[config.mk]
export PLATFORM = sky130hd
export DESIGN_NAME = cv32e40p_x_mem_arb
export DESIGN_NICKNAME = d
export VERILOG_FILES = /design/src/rtl/cv32e40p_core_v_xif_pkg.sv /design/src/rtl/cv32e40p_x_mem_outst_fifo.sv /design/src/rtl/cv32e40p_x_mem_arb.sv
export SDC_FILE = /design/constraint.sdc
export NUM_CORES = 1
export LEC_CHECK = 0
export CORE_AREA = 2 2 125 127
export CTS_CLUSTER_DIAMETER = 100
export DETAILED_ROUTE_END_ITERATION = 12
export DIE_AREA = 0 0 127 129
export PLACE_DENSITY_LB_ADDON = 0.3
export SYNTH_ARGS = -nofsm -noshare
export SYNTH_HDL_FRONTEND = slang
export SYNTH_HIERARCHICAL = 1
export SYNTH_SLANG_ARGS = --single-unit
[constraint.sdc]
create_clock -name clk_i -period 4 [get_ports clk_i]
set_clock_uncertainty 0.2 [all_clocks]
set_input_delay 1 -clock clk_i [delete_from_list [all_inputs] [get_ports clk_i]]
set_output_delay 1 -clock clk_i [all_outputs]
set_load 0.01 [all_outputs]
[src/rtl/cv32e40p_core_v_xif_pkg.sv]
// Shared X-interface types: memory-arbiter origin tags, tracker entry and FSM states.
package cv32e40p_core_v_xif_pkg;

    localparam int unsigned XIF_ID_WIDTH = 4;

    typedef enum logic {
        ORIGIN_CORE = 1'b0,
        ORIGIN_X    = 1'b1
    } mem_origin_e;

    typedef struct packed {
        mem_origin_e             origin;
        logic [XIF_ID_WIDTH-1:0] id;
    } x_mem_outst_t;

    typedef enum logic [1:0] {
        IDLE      = 2'd0,
        HOLD_CORE = 2'd1,
        HOLD_X    = 2'd2
    } x_mem_arb_state_e;

endpackage

[src/rtl/cv32e40p_x_mem_outst_fifo.sv]
// In-order tracker of outstanding OBI transactions; push and pop may coincide even when full.
module cv32e40p_x_mem_outst_fifo #(
    parameter int unsigned DEPTH = 2,
    parameter int unsigned WIDTH = 5
) (
    input  logic             clk_i,
    input  logic             rst_ni,
    input  logic             push_i,
    input  logic [WIDTH-1:0] data_i,
    input  logic             pop_i,
    output logic [WIDTH-1:0] data_o,
    output logic             full_o,
    output logic             empty_o
);

    localparam int unsigned PTR_W = (DEPTH > 1) ? $clog2(DEPTH) : 1;
    localparam int unsigned CNT_W = $clog2(DEPTH + 1);

    logic [WIDTH-1:0] mem_q [DEPTH];
    logic [PTR_W-1:0] wr_ptr_q, rd_ptr_q;
    logic [CNT_W-1:0] cnt_q;
    logic             push_en, pop_en;

    assign full_o  = (cnt_q == CNT_W'(DEPTH));
    assign empty_o = (cnt_q == '0);
    assign push_en = push_i & (~full_o | pop_i);
    assign pop_en  = pop_i & ~empty_o;
    assign data_o  = mem_q[rd_ptr_q];

    function automatic logic [PTR_W-1:0] ptr_inc(input logic [PTR_W-1:0] ptr);
        return (ptr == PTR_W'(DEPTH - 1)) ? '0 : ptr + 1'b1;
    endfunction

    always_ff @(posedge clk_i or negedge rst_ni) begin
        if (!rst_ni) begin
            wr_ptr_q <= '0;
            rd_ptr_q <= '0;
            cnt_q    <= '0;
        end else begin
            if (push_en) wr_ptr_q <= ptr_inc(wr_ptr_q);
            if (pop_en)  rd_ptr_q <= ptr_inc(rd_ptr_q);
            if (push_en && !pop_en)      cnt_q <= cnt_q + 1'b1;
            else if (!push_en && pop_en) cnt_q <= cnt_q - 1'b1;
        end
    end

    // Storage needs no reset: entries are only read while counted valid.
    always_ff @(posedge clk_i) begin
        if (push_en) mem_q[wr_ptr_q] <= data_i;
    end

endmodule

[src/rtl/cv32e40p_x_mem_arb.sv]
// Shares the data OBI port between the core LSU and the X-interface memory channel,
// routing each in-order response back to its originator.
module cv32e40p_x_mem_arb
    import cv32e40p_core_v_xif_pkg::*;
#(
    parameter int unsigned MAX_OUTSTANDING = 2,
    parameter int unsigned X_ID_WIDTH      = 4
) (
    input  logic                  clk_i,
    input  logic                  rst_ni,
    input  logic                  core_req_i,
    output logic                  core_gnt_o,
    input  logic [31:0]           core_addr_i,
    input  logic                  core_we_i,
    input  logic [3:0]            core_be_i,
    input  logic [31:0]           core_wdata_i,
    output logic                  core_rvalid_o,
    output logic [31:0]           core_rdata_o,
    output logic                  core_err_o,
    input  logic                  x_mem_valid_i,
    output logic                  x_mem_ready_o,
    input  logic [31:0]           x_mem_addr_i,
    input  logic                  x_mem_we_i,
    input  logic [3:0]            x_mem_be_i,
    input  logic [31:0]           x_mem_wdata_i,
    input  logic [X_ID_WIDTH-1:0] x_mem_id_i,
    output logic                  x_mem_result_valid_o,
    output logic [X_ID_WIDTH-1:0] x_mem_result_id_o,
    output logic [31:0]           x_mem_result_rdata_o,
    output logic                  x_mem_result_err_o,
    output logic                  data_req_o,
    input  logic                  data_gnt_i,
    output logic [31:0]           data_addr_o,
    output logic                  data_we_o,
    output logic [3:0]            data_be_o,
    output logic [31:0]           data_wdata_o,
    input  logic                  data_rvalid_i,
    input  logic [31:0]           data_rdata_i,
    input  logic                  data_err_i,
    output logic                  x_mem_busy_o
);

    localparam int unsigned CNT_W = $clog2(MAX_OUTSTANDING + 1);

    x_mem_arb_state_e state_q;
    mem_origin_e      last_winner_q, sel_c;
    logic [CNT_W-1:0] x_cnt_q;
    logic             req_c, push_c, pop_c, x_push_c, x_pop_c;
    logic             fifo_full, fifo_empty;
    x_mem_outst_t     push_entry, head;

    // Source selection: locked while holding, round-robin on contention in IDLE.
    always_comb begin
        sel_c = ORIGIN_CORE;
        req_c = 1'b0;
        case (state_q)
            HOLD_CORE: begin
                sel_c = ORIGIN_CORE;
                req_c = core_req_i;
            end
            HOLD_X: begin
                sel_c = ORIGIN_X;
                req_c = x_mem_valid_i;
            end
            default: begin
                if (core_req_i && x_mem_valid_i)
                    sel_c = (last_winner_q == ORIGIN_CORE) ? ORIGIN_X : ORIGIN_CORE;
                else if (x_mem_valid_i)
                    sel_c = ORIGIN_X;
                req_c = (core_req_i | x_mem_valid_i) & (~fifo_full | data_rvalid_i);
            end
        endcase
    end

    assign data_req_o    = req_c;
    assign data_addr_o   = (sel_c == ORIGIN_X) ? x_mem_addr_i  : core_addr_i;
    assign data_we_o     = (sel_c == ORIGIN_X) ? x_mem_we_i    : core_we_i;
    assign data_be_o     = (sel_c == ORIGIN_X) ? x_mem_be_i    : core_be_i;
    assign data_wdata_o  = (sel_c == ORIGIN_X) ? x_mem_wdata_i : core_wdata_i;
    assign core_gnt_o    = req_c & data_gnt_i & (sel_c == ORIGIN_CORE);
    assign x_mem_ready_o = req_c & data_gnt_i & (sel_c == ORIGIN_X);

    assign push_c            = req_c & data_gnt_i;
    assign pop_c             = data_rvalid_i & ~fifo_empty;
    assign x_push_c          = push_c & (sel_c == ORIGIN_X);
    assign x_pop_c           = pop_c & (head.origin == ORIGIN_X);
    assign push_entry.origin = sel_c;
    assign push_entry.id     = (sel_c == ORIGIN_X) ? XIF_ID_WIDTH'(x_mem_id_i) : '0;

    cv32e40p_x_mem_outst_fifo #(
        .DEPTH (MAX_OUTSTANDING),
        .WIDTH ($bits(x_mem_outst_t))
    ) u_outst_fifo (
        .clk_i   (clk_i),
        .rst_ni  (rst_ni),
        .push_i  (push_c),
        .data_i  (push_entry),
        .pop_i   (pop_c),
        .data_o  (head),
        .full_o  (fifo_full),
        .empty_o (fifo_empty)
    );

    always_ff @(posedge clk_i or negedge rst_ni) begin
        if (!rst_ni) begin
            state_q       <= IDLE;
            last_winner_q <= ORIGIN_CORE;
            x_cnt_q       <= '0;
        end else begin
            case (state_q)
                IDLE: begin
                    if (req_c && !data_gnt_i)
                        state_q <= (sel_c == ORIGIN_X) ? HOLD_X : HOLD_CORE;
                end
                HOLD_CORE, HOLD_X: begin
                    if (data_gnt_i || !req_c) state_q <= IDLE;
                end
                default: state_q <= IDLE;
            endcase
            if (push_c) last_winner_q <= sel_c;
            if (x_push_c && !x_pop_c)      x_cnt_q <= x_cnt_q + 1'b1;
            else if (!x_push_c && x_pop_c) x_cnt_q <= x_cnt_q - 1'b1;
        end
    end

    // Response routing by tracker head; data fields are zero when not valid.
    assign core_rvalid_o        = pop_c & (head.origin == ORIGIN_CORE);
    assign core_rdata_o         = core_rvalid_o ? data_rdata_i : '0;
    assign core_err_o           = core_rvalid_o & data_err_i;
    assign x_mem_result_valid_o = x_pop_c;
    assign x_mem_result_id_o    = x_pop_c ? X_ID_WIDTH'(head.id) : '0;
    assign x_mem_result_rdata_o = x_pop_c ? data_rdata_i : '0;
    assign x_mem_result_err_o   = x_pop_c & data_err_i;
    assign x_mem_busy_o         = (x_cnt_q != '0) | x_mem_valid_i;

    a_core_hold: assert property (@(posedge clk_i) disable iff (!rst_ni)
        (state_q == HOLD_CORE) |-> core_req_i);
    a_x_hold: assert property (@(posedge clk_i) disable iff (!rst_ni)
        (state_q == HOLD_X) |-> x_mem_valid_i);
    a_spurious_rvalid: assert property (@(posedge clk_i) disable iff (!rst_ni)
        data_rvalid_i |-> !fifo_empty)
        else $warning("data_rvalid_i with no outstanding transaction dropped");

endmodule

Word level (Yosys, flattened, before mapping)
Memories as Yosys holds them, arrays and structs flattened.
Cells that the tools add are included.
{"block": "word_totals", "in_bits": 181, "regBits": 9, "ram_bits": 10, "memories": 1}
{"block": "op_classes", "n_addsub": 6, "n_bitwise": 19, "eq_ne": 5, "mux": 25, "n_reduce_logical": 20}
{"memory": "u_outst_fifo.mem_q", "words": 2, "word_bits": 5, "rd": 1, "rd_clocked_by_memory_dff": 0, "wr": 1, "line": "cv32e40p_x_mem_outst_fifo.sv:19", "text": "logic [WIDTH-1:0] mem_q [DEPTH];"}
{"operator": "$mux W32", "count": 4}
{"operator": "$mux W2", "count": 7}
{"operator": "$mux W4", "count": 3}
{"operator": "$and A1 B1 Y1", "count": 11}
{"operator": "$mux W1", "count": 8}
{"operator": "$logic_and A1 B1 Y1", "count": 6}
{"operator": "$logic_not A1 Y1", "count": 6}
{"operator": "$reduce_bool A2 Y1", "count": 3}
{"operator": "$add A2 B1 Y2 const B", "count": 2}
{"operator": "$eq A2 B2 Y1 const B", "count": 2}
{"operator": "$logic_not A2 Y1", "count": 2}
{"operator": "$ne A2 B2 Y1 const B", "count": 2}
{"operator": "$not A1 Y1", "count": 4}
{"operator": "$or A1 B1 Y1", "count": 4}
{"operator": "$pmux W1 S2", "count": 2}
{"operator": "$pmux W2 S2", "count": 1}
{"operator": "$sub A2 B1 Y2 const B", "count": 2}
{"operator": "$add A1 B1 Y1 const B", "count": 2}
{"operator": "$eq A2 B1 Y1 const B", "count": 1}
{"operator": "$reduce_and A2 Y1", "count": 1}
{"operator": "$reduce_or A2 Y1", "count": 1}
{"operator": "$logic_or A1 B1 Y1", "count": 1}

Depth between registers and ports, before layout
{"block": "depth", "ltp_word": 11, "ltp_mapped": 11, "mapped_depth_nobuf": 10}

Modules after synthesis
Netlist, hierarchy kept.
{"module": "cv32e40p_x_mem_arb", "seq_area_each_um2": 125.1, "n_inst": 1, "area_each_um2": 2109.5, "cells_each": 208}
{"module": "cv32e40p_x_mem_outst_fifo", "seq_area_each_um2": 400.4, "n_inst": 1, "area_each_um2": 579.3, "cells_each": 36}

Worst setup path after synthesis
No wires, ideal clock.
{"block": "synth_path", "kind": "input -> output", "start": "input port x_mem_valid_i", "end": "output port data_addr_o[0]", "path_buffers": 2, "stages": 5, "required_ps": 2800, "slack_ps": 805, "t_arrival_ps": 1995, "cell_sequence": "a21bo_2 > o21a_1 > buf_6 > buf_12 > mux2_4"}
{"block": "synth_via", "elab_chain_cells": 4, "word_cells_on_any_way": 5, "cone_classes": "mux (4); reduce/logical (1)"}
{"element": "start, declared", "line": "cv32e40p_x_mem_arb.sv:20", "text": "input logic x_mem_valid_i,"}
{"element": "$mux W1 / $logic_and A1 B1 Y1 (equally long branches)", "line": "cv32e40p_x_mem_arb.sv:68, cv32e40p_x_mem_arb.sv:66"}
{"element": "$mux W1 *", "line": "cv32e40p_x_mem_arb.sv:66", "text": "if (core_req_i && x_mem_valid_i)"}
{"element": "$pmux W1 S2 *", "line": "cv32e40p_x_mem_arb.sv:56", "text": "case (state_q)"}
{"element": "$mux W32 *", "line": "cv32e40p_x_mem_arb.sv:76", "text": "assign data_addr_o = (sel_c == ORIGIN_X) ? x_mem_addr_i : core_addr_i;"}
{"element": "end, declared", "line": "cv32e40p_x_mem_arb.sv:33", "text": "output logic [31:0] data_addr_o,"}
Mark *: on every way between the ends. The rest lies on a longest branch, timed or not.

Final worst setup path
{"block": "layout_path", "start": "input port x_mem_valid_i", "end": "output port data_wdata_o[1]"}
{"block": "layout_via", "elab_chain_cells": 4, "word_cells_on_any_way": 5, "cone_classes": "mux (4); reduce/logical (1)"}
{"element": "$mux W1 / $logic_and A1 B1 Y1 (equally long branches)", "line": "cv32e40p_x_mem_arb.sv:68, cv32e40p_x_mem_arb.sv:66"}
{"element": "$mux W1 *", "line": "cv32e40p_x_mem_arb.sv:66"}
{"element": "$pmux W1 S2 *", "line": "cv32e40p_x_mem_arb.sv:56"}
{"element": "$mux W32 *", "line": "cv32e40p_x_mem_arb.sv:79", "text": "assign data_wdata_o = (sel_c == ORIGIN_X) ? x_mem_wdata_i : core_wdata_i;"}
{"element": "end, declared", "line": "cv32e40p_x_mem_arb.sv:36", "text": "output logic [31:0] data_wdata_o,"}
Marks and branches as above.

==> flow_metrics.env <==
export IMPL_finalWorstPathRequiredPeriod_ns=3.980
export IMPL_cts_max_path_buffers=2
export IMPL_synth_largest_area_cell="sky130_fd_sc_hd__mux2_4"
export IMPL_worst_r2r_endpoint="x_cnt_q[1]"
export IMPL_detailroute_via_count=3166
export IMPL_final_fill_count=1472
export IMPL_synth_warning_count=6
export IMPL_final_max_slew_viol_count=0
export IMPL_post_drt_via_cell_ratio=4.160
export IMPL_layout_area_overhead_vs_synth_pct=130.2
export IMPL_post_route_period_util=0.9949
export IMPL_initial_core_utilization=0.1795
export IMPL_critical_path_endpoint_type="primary output"
export IMPL_hold_viol=0
export IMPL_netlist_cell_type_count=34
export IMPL_cap_viol_max_count=0
export IMPL_status="finished, final reports clean"
export IMPL_layout_core_utilization=0.4133
export IMPL_wl_met1_um=5140
export IMPL_amount_of_wire_on_met2_after_detailed_routing_um=7052
export IMPL_timing_critical_path_required_ns=2.80
export IMPL_rows=45
export IMPL_io_pins=326
export IMPL_min_path_type="register to register"
export IMPL_setup_worst_path_class="primary input to primary output"
export IMPL_crit_path_end="data_wdata_o[1]"
export IMPL_fin_tns_setup_ns=0
export IMPL_gp_routability_congestion=0.9562
export IMPL_met3_wirelength_um=694
export IMPL_critical_path_cell_chain="clkdlybuf4s50_1 -> a21bo_2 -> o21a_4 -> buf_12 -> mux2_4 -> dlygate4sd2_1"
export IMPL_htreeDepth=1
export IMPL_power_switching_fraction=0.3785
export IMPL_synth_yosys_seq_area_share=0.1954
export IMPL_switching_power_mw=1.030
export IMPL_syn_cell_area_um2=2689
export IMPL_initialDrtViolationCount=108
export IMPL_ff2ff_setup_slack_ns=1.39
export IMPL_clk_root_buffer_cell="sky130_fd_sc_hd__clkbuf_16"
export IMPL_fp_dieW_um=127
export IMPL_post_route_cells_drive_above_1_share=0.2216
export IMPL_via_count_of_the_first_global_routing_pass=3143
export IMPL_timing_worst_slew_pin_value_ns=0.4438
export IMPL_diodes=0
export IMPL_drc_errors=0
export IMPL_grt_overflow_total=0
export IMPL_slew_headroom=0.7030
export IMPL_post_dp_hpwl_um=11270
export IMPL_tritoncts_clock_tree="done"
export IMPL_holdBufCountCts=0
export IMPL_dr_max_layer_used="met4"
export IMPL_final_cells=761
export IMPL_regToRegStartpoint="state_q[0]"
export IMPL_synth_ff_latch_count=19
export IMPL_antenna_found_initial=0
export IMPL_grt_setup_unrepaired="true"
export IMPL_synth_main_ff_cell="sky130_fd_sc_hd__edfxtp_1"
export IMPL_placement_io_buffers=325
export IMPL_power_per_cell_area_nw_per_um2=439.6
export IMPL_dpl_cell_area_um2=6190
export IMPL_cp_arrival_ns=2.78
export IMPL_timing_critical_path_from="x_mem_valid_i"
export IMPL_kind_of_launch_point_of_the_worst_setup_path="primary input"
export IMPL_routed_wire_length_um=13040
export IMPL_fmax_mhz=251.3
export IMPL_synth_most_common_cell="sky130_fd_sc_hd__mux2_4"
export IMPL_intPower_mw=1.691
export IMPL_placed_cells_incl_taps=757
export IMPL_pwr_share_comb=0.798
export IMPL_timing_final_ws_setup_ns=0.02023
export IMPL_synth_edff_count=10
export IMPL_post_synth_top_area_fraction=0.3853
export IMPL_synthesis_nets=430
export IMPL_reg2reg_depth=11
export IMPL_ir_worst_vdd_mv=0.2660
export IMPL_clock_insertion_delay_worst_skew_ns=0.25
export IMPL_hold_worst_slack_ns=0.2760
export IMPL_maximum_number_of_pins_on_one_net_before_global_route_repair=41
export IMPL_fin_nets=760
export IMPL_worst_path_max_fanout=34
export IMPL_cpMaxStageDelayCell="sky130_fd_sc_hd__clkdlybuf4s50_1"
export IMPL_stage_delay_of_the_slowest_cell_on_the_critical_path_ns=0.47
export IMPL_seqCellArea_um2=525.5
export IMPL_floorplan_core_area_um2=14980
export IMPL_multi_input_comb_area_um2=1962
export IMPL_syn_inst=244
export IMPL_placement_setup_worst_slack_ns=-0.2359
export IMPL_setup_violations=0
export IMPL_netlist_top_cells_area="sky130_fd_sc_hd__mux2_4 39%, sky130_fd_sc_hd__edfxtp_1 11%, sky130_fd_sc_hd__and2_1 9.3%"
export IMPL_cts_made_buffers=3
export IMPL_drtAntennaViolNets=0
export IMPL_globalRouteTotalUtil=0.1411
export IMPL_leakage_nw=3.156
export IMPL_grt_first_pass_wirelength_um=18150
export IMPL_cts_sink_count=19
export IMPL_post_synth_most_frequent_cells="69 x sky130_fd_sc_hd__mux2_4, 40 x sky130_fd_sc_hd__and2_1, 37 x sky130_fd_sc_hd__and3_1"
export IMPL_wl_per_cell_um=17.14
export IMPL_clkPwrFrac=0.074
export IMPL_floorplan_die_height_um=129
export IMPL_die_area_um2=16380
export IMPL_dr_pass1_iters=4
export IMPL_total_power_mw=2.721
export IMPL_post_route_cell_area_um2=6190
export IMPL_seq_power_share=0.128
export IMPL_post_synth_cell_area_avg_um2=11.02
export IMPL_clk_pin_slew_ns=0.05
export IMPL_postSynth_asyncResetShare=0.4737
## timing repair
action / 4_1_cts / 5_1_grt
endpoints found under the setup margin: 89 / 50
resized for setup: 90 / 42
buffers inserted: 0 / 0
## flip-flops by register name, summed over array words and instances (netlist names)
| name | count |
|---|---|
| u_outst_fifo/wr_ptr_q | 1 |
| last_winner_q | 1 |
| state_q | 2 |
| x_cnt_q | 2 |
| u_outst_fifo/mem_q | 10 |
| u_outst_fifo/cnt_q | 2 |
| u_outst_fifo/rd_ptr_q | 1 |
## cell type report
| type | count | area share |
|---|---|---|
| clock buffers | 3 | 0.01213 |
| clock inverters | 1 | 0.0008086 |
| inverters | 7 | 0.004245 |
| multi-input cells | 198 | 0.3170 |
| flip-flops and latches | 19 | 0.08490 |
| well taps | 188 | 0.03800 |
| repair buffers | 345 | 0.5430 |
## worst max-delay path: cells and delay by family
| kind | cells | cell delay [ns] |
|---|---|---|
| buffers and inverters | 3 | 0.95 |
| multiplexers | 1 | 0.32 |
| AO/OA/AOI/OAI | 2 | 0.47 |
## kinds of logic after synthesis
family / Yosys count / share of synthesized area
AO/OA/AOI/OAI: 10 / 0.03118
XOR/XNOR: 8 / 0.02885
adder cells (fa/ha/maj): 5 / 0.02327
buffers and inverters: 27 / 0.08329
flip-flops: 19 / 0.1954
multiplexers: 75 / 0.4104
AND/OR/NAND/NOR: 100 / 0.2275
## per-layer routing
layer,global-route usage,vias to the layer above
li1,-,1520
met1,0.1691,1503
met2,0.2710,127
met3,0.02245,16
met4,0.01875,0
met5,0,-
## cells in the final DEF (no fill, tap or decap), types with 2 or more instances in the layout
cell	Yosys	final
sky130_fd_sc_hd__and3_1	37	37
sky130_fd_sc_hd__nand2b_1	5	5
sky130_fd_sc_hd__mux2_2	5	5
sky130_fd_sc_hd__clkdlybuf4s50_1	0	236
sky130_fd_sc_hd__clkbuf_2	0	19
sky130_fd_sc_hd__clkbuf_16	0	3
sky130_fd_sc_hd__buf_12	7	4
sky130_fd_sc_hd__nor2b_4	0	2
sky130_fd_sc_hd__and2_1	40	40
sky130_fd_sc_hd__xnor2_1	3	3
sky130_fd_sc_hd__nor2b_1	4	2
sky130_fd_sc_hd__nor2_1	6	6
sky130_fd_sc_hd__xor2_1	4	4
sky130_fd_sc_hd__o221ai_1	2	2
sky130_fd_sc_hd__mux2_4	69	69
sky130_fd_sc_hd__dlygate4sd2_1	0	48
sky130_fd_sc_hd__nand2_1	4	4
sky130_fd_sc_hd__buf_4	0	15
sky130_fd_sc_hd__edfxtp_1	10	10
sky130_fd_sc_hd__ha_1	5	5
sky130_fd_sc_hd__inv_1	6	6
sky130_fd_sc_hd__dlymetal6s2s_1	0	22
sky130_fd_sc_hd__dfrtp_1	9	9
## worst min-delay path by stage
stage | startpoint | endpoint | slack [ns] | depth (start not counted)
after detailed placement | x_cnt_q[1] | x_cnt_q[1] | 0.27 | 1
after floorplan | x_cnt_q[1] | x_cnt_q[1] | 0.23 | 1
final | x_cnt_q[1] | x_cnt_q[1] | 0.28 | 1
after CTS | x_cnt_q[1] | x_cnt_q[1] | 0.28 | 1
after global routing | x_cnt_q[1] | x_cnt_q[1] | 0.30 | 1
after global placement | x_cnt_q[1] | x_cnt_q[1] | 0.26 | 1
## power groups by stage
stage	combinational (mW)	clock, mW	sequential (mW)
floorplan	1.31	0	0.327
global route	2.31	0.222	0.358
global placement	2.30	0	0.346
CTS	2.23	0.209	0.349
finish	2.17	0.201	0.348
detailed placement	2.33	0	0.351
No activity file was read; power rests on OpenSTA's default activity.
